===== config.mk =====
export PLATFORM = sky130hd
export DESIGN_NAME = vc_mc_queue
export DESIGN_NICKNAME = d
export VERILOG_FILES = /design/src/rtl/vc_queue_pkg.sv /design/src/rtl/vc_mc_queue_chan_ctrl.sv /design/src/rtl/vc_mc_queue.sv
export SDC_FILE = /design/constraint.sdc
export NUM_CORES = 1
export LEC_CHECK = 0
export CAP_MARGIN = 20
export CORE_MARGIN = 2
export CORE_UTILIZATION = 55
export DETAILED_ROUTE_END_ITERATION = 7
export PLACE_DENSITY = 0.74
export SLEW_MARGIN = 10
export SYNTH_ARGS = -nofsm -noshare
export SYNTH_HDL_FRONTEND = slang
export SYNTH_SLANG_ARGS = --single-unit

===== constraint.sdc =====
create_clock -name clk -period 7.35 [get_ports clk]
set_clock_uncertainty 0.05 [all_clocks]
set_input_delay 1.47 -clock clk [delete_from_list [all_inputs] [get_ports clk]]
set_output_delay 1.47 -clock clk [all_outputs]
set_load 0.02 [all_outputs]

===== src/rtl/vc_queue_pkg.sv =====
// Shared queue-mode constants and the pointer-wrap helper used by the
// single- and multi-channel val/rdy queues.
package vc_queue_pkg;

    localparam int VC_QUEUE_NORMAL = 0;
    localparam int VC_QUEUE_PIPE   = 1;
    localparam int VC_QUEUE_BYPASS = 2;

    // Pointers wrap at an arbitrary depth, not just powers of two.
    function automatic int ptr_inc(input int ptr, input int num_msgs);
        return (ptr >= num_msgs - 1) ? 0 : ptr + 1;
    endfunction

endpackage


===== src/rtl/vc_mc_queue_chan_ctrl.sv =====
// One channel's pointers, full bit and free count.
// With VC_MC_QUEUE_HWM_EN defined, also tracks a high-water-mark occupancy.
module vc_mc_queue_chan_ctrl
    import vc_queue_pkg::*;
#(
    parameter  int p_num_msgs   = 4,
    localparam int c_addr_nbits = $clog2(p_num_msgs),
    localparam int c_cnt_nbits  = c_addr_nbits + 1
) (
    input  logic                    clk,
    input  logic                    reset,
    input  logic                    do_enq,
    input  logic                    do_deq,
    input  logic                    do_bypass,
    input  logic                    flush,
    output logic [c_addr_nbits-1:0] enq_ptr,
    output logic [c_addr_nbits-1:0] deq_ptr,
    output logic                    full,
    output logic                    empty,
`ifdef VC_MC_QUEUE_HWM_EN
    output logic [c_cnt_nbits-1:0]  hwm,
`endif
    output logic [c_cnt_nbits-1:0]  num_free
);

    logic [c_addr_nbits-1:0] r_enq_ptr, r_deq_ptr, w_enq_ptr_next, w_deq_ptr_next;
    logic [c_addr_nbits-1:0] w_enq_ptr_inc, w_deq_ptr_inc;
    logic                    r_full, w_full_next, w_enq, w_deq;

    function automatic logic [c_cnt_nbits-1:0] occupancy(
        input logic [c_addr_nbits-1:0] ep,
        input logic [c_addr_nbits-1:0] dp,
        input logic                    f
    );
        int diff;
        diff = int'(ep) - int'(dp);
        if (diff < 0) diff = diff + p_num_msgs;
        return f ? c_cnt_nbits'(p_num_msgs) : c_cnt_nbits'(diff);
    endfunction

    assign w_enq_ptr_inc = c_addr_nbits'(ptr_inc(int'(r_enq_ptr), p_num_msgs));
    assign w_deq_ptr_inc = c_addr_nbits'(ptr_inc(int'(r_deq_ptr), p_num_msgs));
    // A bypass transfer never touches storage, so it moves no pointer.
    assign w_enq = do_enq && !do_bypass;
    assign w_deq = do_deq && !do_bypass;

    always_comb begin
        w_enq_ptr_next = r_enq_ptr;
        w_deq_ptr_next = r_deq_ptr;
        w_full_next    = r_full;
        if (flush) begin
            w_enq_ptr_next = '0;
            w_deq_ptr_next = '0;
            w_full_next    = 1'b0;
        end else begin
            if (w_enq) w_enq_ptr_next = w_enq_ptr_inc;
            if (w_deq) w_deq_ptr_next = w_deq_ptr_inc;
            if (w_enq && !w_deq && (w_enq_ptr_inc == r_deq_ptr))
                w_full_next = 1'b1;
            else if (w_deq && !w_enq)
                w_full_next = 1'b0;
        end
    end

    always_ff @(posedge clk) begin
        if (reset) begin
            r_enq_ptr <= '0;
            r_deq_ptr <= '0;
            r_full    <= 1'b0;
        end else begin
            r_enq_ptr <= w_enq_ptr_next;
            r_deq_ptr <= w_deq_ptr_next;
            r_full    <= w_full_next;
        end
    end

    assign enq_ptr  = r_enq_ptr;
    assign deq_ptr  = r_deq_ptr;
    assign full     = r_full;
    assign empty    = !r_full && (r_enq_ptr == r_deq_ptr);
    assign num_free = c_cnt_nbits'(p_num_msgs) - occupancy(r_enq_ptr, r_deq_ptr, r_full);

`ifdef VC_MC_QUEUE_HWM_EN
    logic [c_cnt_nbits-1:0] r_hwm, w_occ_next;
    assign w_occ_next = occupancy(w_enq_ptr_next, w_deq_ptr_next, w_full_next);

    always_ff @(posedge clk) begin
        if (reset)                   r_hwm <= '0;
        else if (w_occ_next > r_hwm) r_hwm <= w_occ_next;
    end

    assign hwm = r_hwm;
`endif

endmodule


===== src/rtl/vc_mc_queue.sv =====
// Multi-channel val/rdy queue: p_num_chans FIFOs statically partitioned in one 1r1w array.
// Define VC_MC_QUEUE_HWM_EN to add the per-channel high-water-mark output hwm.
module vc_mc_queue
    import vc_queue_pkg::*;
#(
    parameter  int p_type       = VC_QUEUE_NORMAL,
    parameter  int p_msg_nbits  = 32,
    parameter  int p_num_msgs   = 4,
    parameter  int p_num_chans  = 2,
    localparam int c_addr_nbits = $clog2(p_num_msgs),
    localparam int c_chan_nbits = $clog2(p_num_chans)
) (
    input  logic                                    clk,
    input  logic                                    reset,
    input  logic                                    enq_val,
    output logic                                    enq_rdy,
    input  logic [c_chan_nbits-1:0]                 enq_chan,
    input  logic [p_msg_nbits-1:0]                  enq_msg,
    output logic                                    deq_val,
    input  logic                                    deq_rdy,
    input  logic [c_chan_nbits-1:0]                 deq_chan,
    output logic [p_msg_nbits-1:0]                  deq_msg,
    input  logic                                    flush,
    input  logic [c_chan_nbits-1:0]                 flush_chan,
`ifdef VC_MC_QUEUE_HWM_EN
    output logic [p_num_chans*(c_addr_nbits+1)-1:0] hwm,
`endif
    output logic [p_num_chans*(c_addr_nbits+1)-1:0] num_free_entries
);

    localparam int c_cnt_nbits = c_addr_nbits + 1;
    localparam int c_slots     = 1 << c_chan_nbits;
    localparam int c_mem_depth = p_num_chans * p_num_msgs;
    localparam int c_mem_nbits = $clog2(c_mem_depth);
    localparam bit c_pipe      = (p_type & VC_QUEUE_PIPE) != 0;
    localparam bit c_bypass    = (p_type & VC_QUEUE_BYPASS) != 0;

    logic [p_msg_nbits-1:0]  r_mem [c_mem_depth];
    logic [c_addr_nbits-1:0] w_enq_ptr [c_slots];
    logic [c_addr_nbits-1:0] w_deq_ptr [c_slots];
    logic                    w_full    [c_slots];
    logic                    w_empty   [c_slots];
    logic w_enq_chan_ok, w_deq_chan_ok, w_enq_flush_hit, w_deq_flush_hit, w_same_chan;
    logic w_bypass_val, w_do_enq, w_do_deq, w_do_bypass;
    logic [c_mem_nbits-1:0]  w_enq_addr, w_deq_addr;

    // Index space is padded to a power of two; unused slots look full and empty.
    genvar gi;
    generate
        for (gi = 0; gi < c_slots; gi++) begin : g_chan
            if (gi < p_num_chans) begin : g_live
                vc_mc_queue_chan_ctrl #(.p_num_msgs(p_num_msgs)) u_ctrl (
                    .clk       (clk),
                    .reset     (reset),
                    .do_enq    (w_do_enq    && (enq_chan   == c_chan_nbits'(gi))),
                    .do_deq    (w_do_deq    && (deq_chan   == c_chan_nbits'(gi))),
                    .do_bypass (w_do_bypass && (deq_chan   == c_chan_nbits'(gi))),
                    .flush     (flush       && (flush_chan == c_chan_nbits'(gi))),
                    .enq_ptr   (w_enq_ptr[gi]),
                    .deq_ptr   (w_deq_ptr[gi]),
                    .full      (w_full[gi]),
                    .empty     (w_empty[gi]),
`ifdef VC_MC_QUEUE_HWM_EN
                    .hwm       (hwm[gi*c_cnt_nbits +: c_cnt_nbits]),
`endif
                    .num_free  (num_free_entries[gi*c_cnt_nbits +: c_cnt_nbits])
                );
            end else begin : g_pad
                assign w_enq_ptr[gi] = '0;
                assign w_deq_ptr[gi] = '0;
                assign w_full[gi]    = 1'b1;
                assign w_empty[gi]   = 1'b1;
            end
        end
    endgenerate

    assign w_enq_chan_ok   = int'(enq_chan) < p_num_chans;
    assign w_deq_chan_ok   = int'(deq_chan) < p_num_chans;
    assign w_enq_flush_hit = flush && (flush_chan == enq_chan);
    assign w_deq_flush_hit = flush && (flush_chan == deq_chan);
    assign w_same_chan     = enq_chan == deq_chan;

    // rdy depends on deq_rdy and val on enq_val, never on each other: no comb loop.
    assign enq_rdy = w_enq_chan_ok && !w_enq_flush_hit &&
                     (!w_full[enq_chan] || (c_pipe && deq_rdy && w_same_chan));
    assign w_bypass_val = c_bypass && w_empty[deq_chan] && enq_val && w_same_chan;
    assign deq_val = w_deq_chan_ok && !w_deq_flush_hit &&
                     (!w_empty[deq_chan] || w_bypass_val);

    assign w_do_enq    = enq_val && enq_rdy;
    assign w_do_deq    = deq_val && deq_rdy;
    assign w_do_bypass = w_do_deq && w_empty[deq_chan];

    assign w_enq_addr = c_mem_nbits'(int'(enq_chan) * p_num_msgs + int'(w_enq_ptr[enq_chan]));
    assign w_deq_addr = c_mem_nbits'(int'(deq_chan) * p_num_msgs + int'(w_deq_ptr[deq_chan]));

    always_ff @(posedge clk) begin
        if (w_do_enq && !w_do_bypass) r_mem[w_enq_addr] <= enq_msg;
    end

    assign deq_msg = (c_bypass && w_empty[deq_chan]) ? enq_msg : r_mem[w_deq_addr];

    a_strobes_known: assert property (@(posedge clk) disable iff (reset)
        !$isunknown({enq_val, deq_rdy, flush}));
    a_enq_chan_range: assert property (@(posedge clk) disable iff (reset)
        enq_val |-> (int'(enq_chan) < p_num_chans));
    a_deq_chan_range: assert property (@(posedge clk) disable iff (reset)
        deq_rdy |-> (int'(deq_chan) < p_num_chans));
    a_flush_chan_range: assert property (@(posedge clk) disable iff (reset)
        flush |-> (int'(flush_chan) < p_num_chans));

endmodule


* After elaboration in Yosys (flattened, before gate mapping) *
Memories as Yosys holds them, arrays and structs flattened.
Index checks and enable logic that the tools add are counted.

cells by class
  add/sub/neg operators = 12
  magnitude comparators = 8
  eq/ne operators = 6
  muxes and demuxes = 26
  bitwise operators = 5
  reduce and logical (&&, ||, !) cells = 45

operator list
  operator                                            count
  logical AND 1 bit                                   28
  two-way mux 2 bit                                   10
  zero test 1 bit                                     13
  >= comparator 2 bit, second input constant          6
  two-way mux 1 bit                                   12
  two-way mux 3 bit                                   4
  adder 2 x 1 -> 2 bit, second input constant         4
  == test 2 bit                                       4
  adder 3 x 2 -> 3 bit                                2
  adder 3 bit, second input constant                  2
  < comparator 3 x 1 -> 1 bit, second input constant  2
  subtractor 2 x 2 -> 3 bit                           2
  subtractor 3 bit, first input constant              2
  inverter 1 -> 2 bit                                 2
  nonzero test 2 bit                                  2
  OR reduction 2 bit                                  2
  inverter 1 bit                                      3
  == test 1 bit                                       2

word-level totals
  register bits after elaboration = 10
  bits in writable memories = 256
  input port bits = 40
  output and inout port bits = 40
  word-level logic and storage cells = 109
  memories kept = 1

memories
  name   words  bits a word  read ports  clocked after Yosys merged registers in  wr ports  RTL line           RTL
  r_mem  8      32           1           0                                        1         vc_mc_queue.sv:38  logic [p_msg_nbits-1:0] r_mem [c_mem_depth];

* Longest topological paths before layout *
  word-level depth = 16
  depth in mapped cells = 7
  depth with buffers taken out = 6

* Modules after synthesis *
Synthesis repeated with hierarchy kept, for this count alone.

second synthesis, totals
  cell total of the unflattened synthesis = 539
  area, all modules = 10657.7 sq um

modules (own cells, without submodules)
  module                 instances  cells each  area an instance (sq um)  sequential area each (sq um)
  vc_mc_queue            1          465         9979.6                    7687.4
  vc_mc_queue_chan_ctrl  2          37          339.1                     100.1

* Least setup slack after synthesis *
Ideal clock, no wire load.

  path type = input port to flip-flop
  from = input port flush
  to = memory r_mem[0][0] (enable)
  setup time = 0.468 ns
  arrival = 4.422 ns
  required time = 6.832 ns
  setup slack = 2.410 ns
  stages on the path = 3
  buffers on the path = 0
  cell sequence = nor2b_1 nor4b_4 nor3b_1

on the way
  longest elaborated chain between the ends = 9
  elaborated cells between the ends (all ways) = 13
  classes of those cells = 2 x mux; 11 x reduce/logical

RTL lines
  element                                    RTL line           RTL
  start, declared                            vc_mc_queue.sv:23  input logic flush,
  logical AND 1 bit                          vc_mc_queue.sv:80  assign w_deq_flush_hit = flush && (flush_chan == deq_chan);
  zero test 1 bit                            vc_mc_queue.sv:87  assign deq_val = w_deq_chan_ok && !w_deq_flush_hit &&
  logical AND 1 bit                          vc_mc_queue.sv:87
  logical AND 1 bit                          vc_mc_queue.sv:91  assign w_do_deq = deq_val && deq_rdy;
  logical AND 1 bit                          vc_mc_queue.sv:92  assign w_do_bypass = w_do_deq && w_empty[deq_chan];
  zero test 1 bit                            vc_mc_queue.sv:98  if (w_do_enq && !w_do_bypass) r_mem[w_enq_addr] <= enq_msg;
  logical AND 1 bit *                        vc_mc_queue.sv:98
  two-way mux 1 bit *                        vc_mc_queue.sv:98
  two-way mux 1 bit (not written as such) *  vc_mc_queue.sv:98
  end, declared                              vc_mc_queue.sv:38

Mark *: on every way between the ends. The rest lies on a longest branch, timed or not.

* Final worst setup path *
  from = input port deq_chan
  to = output port deq_msg[12]

on the way
  longest elaborated chain between the ends = 6

RTL lines
  element                                               RTL line           RTL
  start, declared                                       vc_mc_queue.sv:21  input logic [c_chan_nbits-1:0] deq_chan,
  inverter 1 -> 2 bit (not written as such)             vc_mc_queue.sv:95  assign w_deq_addr = c_mem_nbits'(int'(deq_chan) * p_num_msgs + int'(w_deq_ptr[deq_chan]));
  two-way mux 2 bit (not written as such) (3 in a row)  vc_mc_queue.sv:95
  adder 3 x 2 -> 3 bit *                                vc_mc_queue.sv:95
  memory read (8 x 32 bit) *                            n/a
  end, declared                                         vc_mc_queue.sv:22  output logic [p_msg_nbits-1:0] deq_msg,

Mark *: on every way between the ends. The rest lies on a longest branch, timed or not. The select of a mux whose other input is x is not followed.

==> results by group <==
Placed design
  • Pre-CTS worst setup slack: 2.350 ns
  • GPL Wtd Cong: approximately 0.78
  • DP HPWL: 11,820 um
  • Port buffer count: 79

Synthesis
  • Post-Synth XOR/XNOR Area: 0.008029
  • Unique masters post-synth: 35
  • Synth top area share: 0.7047
  • Post-Synth Adder-Cell Area: 0.009176
  • Largest family of logic cells by synthesized area: multiplexers
  • Most common cell in the netlist: edfxtp_1
  • Post-synthesis mux area share: 0.1066
  • Yosys warnings: 0
  • Area fraction in compound gates after synthesis: 0.08442
  • Post-synthesis cell area: 10,910 um2
  • Post-synth EDFFs: 256
  • Synth area leaders: edfxtp_1, mux4_2, mux2_2
  • Main synth FF type: edfxtp_1
  • Syn Area/Cell: roughly 17 um2
  • Leading area contributor after synthesis: edfxtp_1
  • Post-synthesis sequential area ratio: 0.7231
  • Synth cell count leaders: edfxtp_1, o21ai_1, inv_1
  • Syn Nets: 685
  • Ys async rst share: 0
  • Synth Area in Simple Gates: 0.03854
  • Synthesized flop and latch total: 266
  • Post-Syn Instances: 637

Detailed routing
  • Vias/cell: a little under 6
  • DRC: 0
  • Final wirelength: 21,140 um
  • DR pass1 iterations: 4
  • Antenna Nets Post-Route: 0
  • Initial DRC count: 429
  • Via count: 5,810
  • Drt wl/cell: 21.07 um

CTS
  • Setup Buffers After CTS: 0
  • CTS Buffer Depth: 3
  • H-tree Lvls: 1
  • Worst-path clk slew: 0.06 ns
  • Post-cts sizing count: 0
  • Clock Latency Late Sink: roughly 0.52 ns
  • Total CTS buffers: 26
  • CTS root buffer: clkbuf_16
  • CTS tree: built
  • Sink Count: 266
  • Hold buffers post-CTS: 0

Pwr
  • PD cells: roughly 250 nW/um2
  • Int Power: ~2500 uW
  • Sequential share of power: 0.540
  • Net switching power figure: 622.7 uW
  • Peak VDD IR: about 0.22 mV
  • Clock power share: 0.400
  • Sw frac: 0.1987
  • LEAKAGE: 0.004207 uW
  • Logic pwr share: 0.060

GRT
  • First-pass GRT wire length: between 30,000 and 40,000 um
  • Pin count of the biggest net entering global routing: 70
  • Grt ovf: 0
  • Initial antenna violation count: 0
  • Vias in the first global route: 6,117
  • GRT Overall Usage: 0.2066

Floorplanning
  • Area of the core: 19,460 um2
  • Num rows: 51
  • Die height: 144.8 um
  • Ports: 80
  • Starting Density: 0.5605
  • DIE AREA: about 21,000 um2
  • Die Width: 144.8 um

Worst setup path
  • WP data required: 5.83 ns
  • CP Max Fanout: 68
  • WP data arrival: 3.47 ns
  • Slowest stage delay, CP: 0.63 ns
  • Crit path kind: in -> out
  • Bufs and invs on worst path: 3
  • CP max stage cell: buf_4
  • Delay-heaviest family, CP: buffers and inverters
  • Setup crit end kind: output pin
  • Critical-path cell list: buf_2 > buf_4 > o221ai_1 > a21o_1 > o21ai_1 > clkdlybuf4s50_1
  • CP Launch Type: input pin

STA
  • Fin worst setup slack: 2.355 ns
  • Min Tclk post-route: approximately 5 ns
  • Worst-Margin Slew: 1.084 ns
  • Count of final hold-check violations: 0
  • F_max: 0.2002 GHz
  • TNS Setup: 0 ns
  • Unrepaired setup endpoints after global routing: false
  • Period utilisation layout: 0.6796
  • Final Setup Violations: 0
  • Relative slew margins: 0.2772
  • Fin. max-slew vios: 0

Final layout
  • Sequential cell area: 7893 um2
  • Layout Area Growth over Synthesis: 16.93%
  • Nets: 768
  • Footprint of the multi-input gates: around 2700 um2
  • Filler cells: 1,315
  • Antenna diodes: 0
  • Layout cells sized above 1: 0.1707

Job
  • MaxCap Viol Count: 0

Status
  • Status: completed

Min path
  • Min-delay worst type: reg -> reg
-- cell families (layout without fill, tap and decap cells) --
logic type               after synthesis  count (layout)
buffers and inverters                 72             173
XOR/XNOR                              10              10
AND/OR/NAND/NOR                       72              72
multiplexers                          72              72
flip-flops                           266             266
adder cells (fa/ha/maj)                8               8
AO/OA/AOI/OAI                        137             137
-- final timing paths --
path                                                                      start                                               to  slack [ns]  depth (start not counted)
worst min-delay path            g_chan[1].g_live.u_ctrl.enq_ptr[1]$_SDFFE_PP0P_  g_chan[1].g_live.u_ctrl.enq_ptr[1]$_SDFFE_PP0P_        0.55                          2
worst max register to register  g_chan[1].g_live.u_ctrl.deq_ptr[1]$_SDFFE_PP0P_  g_chan[1].g_live.u_ctrl.deq_ptr[0]$_SDFFE_PP0P_        4.87                          5
worst min register to register  g_chan[1].g_live.u_ctrl.enq_ptr[1]$_SDFFE_PP0P_  g_chan[1].g_live.u_ctrl.enq_ptr[1]$_SDFFE_PP0P_        0.55                          2
worst max-delay path                                                   deq_chan                                      deq_msg[12]        2.36                          6
-- layout by cell type, fill, tap and decap left out, drive strengths merged, types with 7 or more instances in the layout --
cell	count
mux2i	7
inv	38
mux4	32
mux2	33
clkdlybuf4s50	78
buf	11
a21o	32
nand2b	35
nor2	11
edfxtp	256
clkbuf	34
clkinv	9
o221ai	32
ha	8
dfxtp	10
o21ai	64
-- sequential cells by signal, indices dropped and copies added (netlist names) --
signal / cells
g_chan.g_live.u_ctrl.full: 2
r_mem: 256
g_chan.g_live.u_ctrl.deq_ptr: 4
g_chan.g_live.u_ctrl.enq_ptr: 4
-- cell type report --
type                       count  area share
clock inverter                12    0.008534
inverter                      38     0.01118
clock buffer                  34     0.05503
tap                          265     0.02600
sequential                   266      0.6188
multi-input combinational    299      0.2130
timing repair buffer          89     0.06749
-- per-stage QoR --
step / hold WS, ns / cell area (um2) / utilization / std cells / total power (uW)
floorplan: 0.4562 / 10910 / - / 637 / 1820
global placement: 0.4973 / 11940 / 0.6137 / 957 / 1906
detailed placement: 0.5394 / 11940 / 0.6137 / 957 / 1913
CTS: 0.5526 / 12750 / 0.6554 / 1003 / 3161
global route: 0.5703 / 12750 / 0.6554 / 1003 / 3237
finish: 0.5506 / 12750 / 0.6554 / 1003 / 3134
-- routing by layer --
layer	GRT usage	part of all wire
met1	0.2690	0.40
met2	0.3644	0.53
met3	0.02929	0.049
met4	0.06132	0.019
met5	0	0
-- worst register-to-register path, cell delays in order, from the launching register on --
cell	delay (ns)
dfxtp_2	0.89
buf_4	0.47
xnor2_1	0.22
a311oi_4	0.42
mux2i_1	0.25
nor2_1	0.07
-- power by group through the flow --
stage	Combinational (uW)	Sequential, uW	Clock (uW)
floorplan	98.0	1720	0
detailed placement	190	1720	0
finish	189	1690	1250
CTS	192	1690	1280
global route	205	1690	1340
global placement	185	1720	0
No activity file was read; power rests on OpenSTA's default activity.
